<file path="src/rtl/stdp_synapse.sv">
// stdp_synapse
// ------------
// Plastic synapse placed directly upstream of a LIF neuron. It turns
// presynaptic spikes into a weighted current pulse for the neuron. It takes
// the neuron's output spike as the postsynaptic event. It adapts its weight
// with pair-based STDP driven by exponentially decaying pre/post traces.
//
// Ports:
//   clk          clock
//   rst          synchronous reset, active-high
//   pre_spike    presynaptic spike, one-cycle pulse
//   post_spike   postsynaptic spike (LIF spike output)
//   learn_en     1 = weight updates enabled (traces evolve regardless)
//   current      synaptic current, registered: weight on a pre spike, else 0
//   weight       weight register
//   pre_trace    presynaptic trace register
//   post_trace   postsynaptic trace register
//   update_valid one-cycle pulse in the cycle after a learning event
//
// Optional feature (macro STDP_WEIGHT_LOAD_EN):
//   wload_valid  1 = load weight from wload_data on the next edge
//   wload_data   weight value to load (clamped to [W_MIN, W_MAX])
//
// This block has no handshakes. Spikes and loads are single-cycle strobes
// that are sampled on every rising edge and are never back-pressured.

module stdp_synapse #(
  parameter logic [7:0] WEIGHT_INIT  = 8'd64,
  parameter logic [7:0] W_MIN        = 8'd0,
  parameter logic [7:0] W_MAX        = 8'd255,
  parameter logic [7:0] TRACE_PEAK   = 8'd255,
  parameter int         DECAY_PERIOD = 16,
  parameter int         DECAY_SHIFT  = 3,
  parameter int         LTP_SHIFT    = 4,
  parameter int         LTD_SHIFT    = 4
) (
  input  logic       clk,
  input  logic       rst,
  input  logic       pre_spike,
  input  logic       post_spike,
  input  logic       learn_en,
`ifdef STDP_WEIGHT_LOAD_EN
  input  logic       wload_valid,
  input  logic [7:0] wload_data,
`endif
  output logic [7:0] current,
  output logic [7:0] weight,
  output logic [7:0] pre_trace,
  output logic [7:0] post_trace,
  output logic       update_valid
);

  localparam int CW = (DECAY_PERIOD > 1) ? $clog2(DECAY_PERIOD) : 1;

  logic [CW-1:0]     pscale;
  logic              tick;
  logic [7:0]        pre_trace_next;
  logic [7:0]        post_trace_next;
  logic [7:0]        d_plus;
  logic [7:0]        d_minus;
  logic signed [9:0] w_sum;
  logic [7:0]        w_learn;
  logic [7:0]        weight_next;

  // One decay step. The decrement never drops below 1, so a small trace
  // still reaches 0 and does not stall at a value where trace >> shift == 0.
  function automatic logic [7:0] decay_step(input logic [7:0] t);
    logic [7:0] dec;
    dec = t >> DECAY_SHIFT;
    if (dec == 8'd0) dec = 8'd1;
    if (t == 8'd0) return 8'd0;
    return t - dec;
  endfunction

  assign tick = (pscale == CW'(DECAY_PERIOD - 1));

  always_comb begin
    pre_trace_next = pre_trace;
    if (pre_spike)  pre_trace_next = TRACE_PEAK;
    else if (tick)  pre_trace_next = decay_step(pre_trace);

    post_trace_next = post_trace;
    if (post_spike) post_trace_next = TRACE_PEAK;
    else if (tick)  post_trace_next = decay_step(post_trace);
  end

  // Learning reads the registered (old) traces. A spike in this cycle
  // therefore pairs only with earlier activity and never with itself.
  always_comb begin
    d_plus  = post_spike ? (pre_trace >> LTP_SHIFT) : 8'd0;
    d_minus = pre_spike  ? (post_trace >> LTD_SHIFT) : 8'd0;
    w_sum   = $signed({2'b00, weight}) + $signed({2'b00, d_plus})
            - $signed({2'b00, d_minus});
    if (w_sum < $signed({2'b00, W_MIN}))      w_learn = W_MIN;
    else if (w_sum > $signed({2'b00, W_MAX})) w_learn = W_MAX;
    else                                      w_learn = w_sum[7:0];
  end

  always_comb begin
    weight_next = weight;
    if (learn_en) weight_next = w_learn;
`ifdef STDP_WEIGHT_LOAD_EN
    // An explicit load wins over any learning delta in the same cycle.
    if (wload_valid) begin
      if (wload_data < W_MIN)      weight_next = W_MIN;
      else if (wload_data > W_MAX) weight_next = W_MAX;
      else                         weight_next = wload_data;
    end
`endif
  end

  always_ff @(posedge clk) begin
    if (rst) begin
      pscale       <= '0;
      pre_trace    <= 8'd0;
      post_trace   <= 8'd0;
      weight       <= WEIGHT_INIT;
      current      <= 8'd0;
      update_valid <= 1'b0;
    end else begin
      pscale       <= tick ? '0 : pscale + CW'(1);
      pre_trace    <= pre_trace_next;
      post_trace   <= post_trace_next;
      weight       <= weight_next;
      // The current reports the weight from before this cycle's LTD.
      current      <= pre_spike ? weight : 8'd0;
      update_valid <= learn_en & (pre_spike | post_spike);
    end
  end

endmodule

</file>
<file path="config.mk">
export PLATFORM = sky130hd
export DESIGN_NAME = stdp_synapse
export DESIGN_NICKNAME = d
export VERILOG_FILES = /design/src/rtl/stdp_synapse.sv
export SDC_FILE = /design/constraint.sdc
export NUM_CORES = 1
export LEC_CHECK = 0
export ABC_AREA = 1
export ABC_CLOCK_PERIOD_IN_PS = 2700
export BUFFER_PORTS_ARGS = -buffer_cell sky130_fd_sc_hd__clkbuf_2
export CAP_MARGIN = 20
export CORE_ASPECT_RATIO = 2
export CORE_MARGIN = 5
export CORE_UTILIZATION = 46
export DETAILED_ROUTE_END_ITERATION = 10
export PLACE_DENSITY = 0.69
export SLEW_MARGIN = 20
export SYNTH_ARGS = -nofsm -noshare
export SYNTH_HDL_FRONTEND = slang
export SYNTH_SLANG_ARGS = --single-unit
</file>
<file path="constraint.sdc">
create_clock -name clk -period 2.7 [get_ports clk]
set_clock_uncertainty 0.2 [all_clocks]
set_input_delay 0.54 -clock clk [delete_from_list [all_inputs] [get_ports clk]]
set_output_delay 0.54 -clock clk [all_outputs]
set_load 0.01 [all_outputs]
</file>
==> impl_metrics.yaml <==
floorplan:
  chipWidth_um: 62.06
  coreArea_um2: 5373
  io-pin-count: 38
  dieArea_um2: 7083
  dieHeight_um: 114.1
  core.rowCount: 38
  initial_core_util_pct: 46.41
global_route:
  grt_pass1_wl_um: 10170
  overflow: 0
  first_global_vias: 2299
  antenna_found_initial: 0
  grt_max_degree: 27
  gr-usage-all-layers_pct: 19.25
worst_setup_path:
  r2r_slack_ns: 0.22
  reg2reg_depth: 13
  path_cells: "clkbuf_2 -> nand2_1 -> inv_1 -> fa_2 -> fa_2 -> nand3_1 -> nand3_2 -> nand2_2 -> nand2_2 -> nand2_2 -> nand3_4 -> nand2_1 -> nand2_1 -> a21oi_2"
  worst_path_max_delay_cell: "fa_2"
  crit_path_end: "weight[5]"
  reg2reg_from: "pre_trace[6]"
  r2r_end: "weight[5]"
  critPathKind: "in -> reg"
  crit_required_ns: 2.73
  crit_start: "post_spike"
  cpPeakStageDelay_ns: 0.48
  worstPathMaxFanout: 6
  critPathLaunchType: "input port"
  crit_path_end_kind: "register"
  cp.arrival_ns: 2.54
clock_network:
  cts_tree: "yes"
  post_cts_buffers: 0
  cts.sinks: 37
  cts_buffers: 5
  hold_buffers: 0
  clk_latency_ns: 0.29
  htreeDepth: 2
  clk_pin_slew_worst_paths_ns: 0.08
  clockBufferDepth: 2
  cts_root_buffer: "clkbuf_8"
layout:
  layout_commonest_cell: "nand2_1"
  final_cells: 463
  seqCellArea_um2: 740.7
  multi_input_area_um2: 1529
  final_cell_mix: "nand2_1 (88), inv_1 (49), a21oi_1 (38), dfxtp_1 (37), clkbuf_2 (37)"
  syn_to_final_growth_pct: 18.67
  drive_gt1_share_pct: 23.33
  final_nets: 434
  fillers: 565
  n_antenna_cell: 0
sta:
  rsz0062_at_grt: "false"
  whs_ns: 0.2512
  slew_headroom_pct: 67.99
  setup_viol: 0
  slew_violations: 0
  fmax_ghz: 0.3995
  fin_crit_sh_pct: 92.70
  tightest_slew_ns: 0.4797
  hold_viol: 0
  fin_tns_setup_ns: 0
  finalCriticalPeriod_ns: 2.503
drt:
  drt_pre_antenna_iters: 4
  wl_um: 6047
  vias_per_cell: 5.058
  vias: 2342
  wl_per_cell_um: 13.06
  remaining_drc_errors: 0
  antenna_left: 0
  first_iter_violations: 94
synthesis:
  syn-mean-instance-area_um2: 7.125
  netlist_instances: 350
  synth_nets: 382
  yosys_warnings: 0
  synth-seq-area-share_pct: 29.70
  synth.distinct_cells: 29
  ys_ff_latch: 37
  mappedNetlistArea_um2: 2494
power:
  finalPower_mw: 2.861
  p_leak_nw: 1.477
  p_per_area_nw_per_um2: 966.7
  peakVddDrop_mv: 0.8430
place:
  place_congestion: 0.9180
  dp_cells: 455
  io_buffers: 37
  hpwl_um: 4950
outcome:
  outcome: "completed"
worst_hold_path:
  hp-class: "reg -> reg"
flow_run:
  cap_violations: 0
## synth_stat cells
| cell type | count | area [um2] |
|---|---|---|
| or2_2 | 4 | 25.02 |
| clkinv_1 | 1 | 3.750 |
| nand3_1 | 30 | 150.1 |
| nand3_4 | 1 | 17.52 |
| o21bai_1 | 1 | 7.510 |
| o21ai_2 | 2 | 17.52 |
| inv_1 | 49 | 183.9 |
| buf_2 | 2 | 10.01 |
| xnor2_1 | 4 | 35.03 |
| nand4_1 | 2 | 12.51 |
| nor2_1 | 27 | 101.4 |
| clkbuf_1 | 4 | 15.01 |
| ha_1 | 21 | 262.8 |
| a21oi_2 | 8 | 70.07 |
| a21boi_1 | 1 | 7.510 |
| nor2_4 | 2 | 22.52 |
| nor3_1 | 1 | 5.000 |
| nand2_2 | 7 | 43.79 |
| clkinv_4 | 1 | 8.760 |
| dfxtp_1 | 37 | 740.7 |
| nor2_2 | 1 | 6.260 |
| a21oi_4 | 1 | 16.27 |
| a21oi_1 | 38 | 190.2 |
| nand3_2 | 4 | 40.04 |
| xor2_1 | 4 | 35.03 |
| nand2_1 | 88 | 330.3 |
| inv_2 | 2 | 7.510 |
| fa_1 | 6 | 120.1 |
| nand3b_1 | 1 | 7.510 |
## layer usage
layer	vias to the layer above	part of all wire [%]	track usage, %
met5	-	0	0
li1	1213	-	-
met1	1080	37	19.20
met3	11	3.0	3.386
met4	0	2.6	7.507
met2	38	58	36.36
## kinds of logic after synthesis
logic type	Yosys count	synth area share (%)
fa+ha+maj	27	15.35
xor+xnor	8	2.810
compound gates	51	12.39
buf+inv	59	9.182
flops	37	29.70
simple gates	168	30.56
## cell type report
class	count	area share [%]
multi-input combinational	254	51.67
sequential	37	25.03
timing repair buffer	51	9.810
inverter	53	6.892
clock buffer	6	2.791
tap	60	2.537
clock inverter	2	1.268
## state kept, by name (all words and copies together) (netlist names)
register,flops
post_trace,8
pscale,4
weight,8
pre_trace,8
update_valid,1
current,8
## critical path: cells and delay by family
family,cells,cell delay (ns)
fa+ha+maj,2,0.90
simple gates,9,0.80
buf+inv,2,0.20
compound gates,1,0.11
## where the power goes
part           internal, mW  switching, mW  leakage, nW
Combinational         0.674          0.969         1.11
Sequential            0.636         0.0848        0.307
Clock                 0.300          0.197       0.0574
## what timing repair did
action,4_1_cts,5_1_grt
endpoints found under the hold margin,0,0
gates resized for setup,0,1
endpoints found under the setup margin,0,1
## per-stage QoR
| step | instance area, um2 | utilization, % | setup WS (ns) |
|---|---|---|---|
| 6_report | 2959 | 55.08 | 0.1970 |
| 3_3_place_gp | 2836 | 52.79 | -0.1323 |
| 4_1_cts | 2957 | 55.03 | 0.1670 |
| 5_1_grt | 2959 | 55.08 | 0.004104 |
| 3_5_place_dp | 2836 | 52.79 | -0.1411 |
| 2_1_floorplan | 2499 | - | 0.007040 |
## worst min-delay path by stage
| stage | depth (start not counted) | startpoint | end | slack (ns) |
|---|---|---|---|---|
| 2_1_floorplan | 1 | pscale[0] | pscale[0] | 0.22 |
| 3_3_place_gp | 1 | pscale[0] | pscale[0] | 0.23 |
| 3_5_place_dp | 1 | pscale[0] | pscale[0] | 0.24 |
| 4_1_cts | 1 | pscale[0] | pscale[0] | 0.26 |
| 5_1_grt | 1 | pscale[0] | pscale[0] | 0.28 |
| 6_report | 1 | pscale[0] | pscale[0] | 0.25 |
Note: power is estimated with default switching activity, not from simulation.
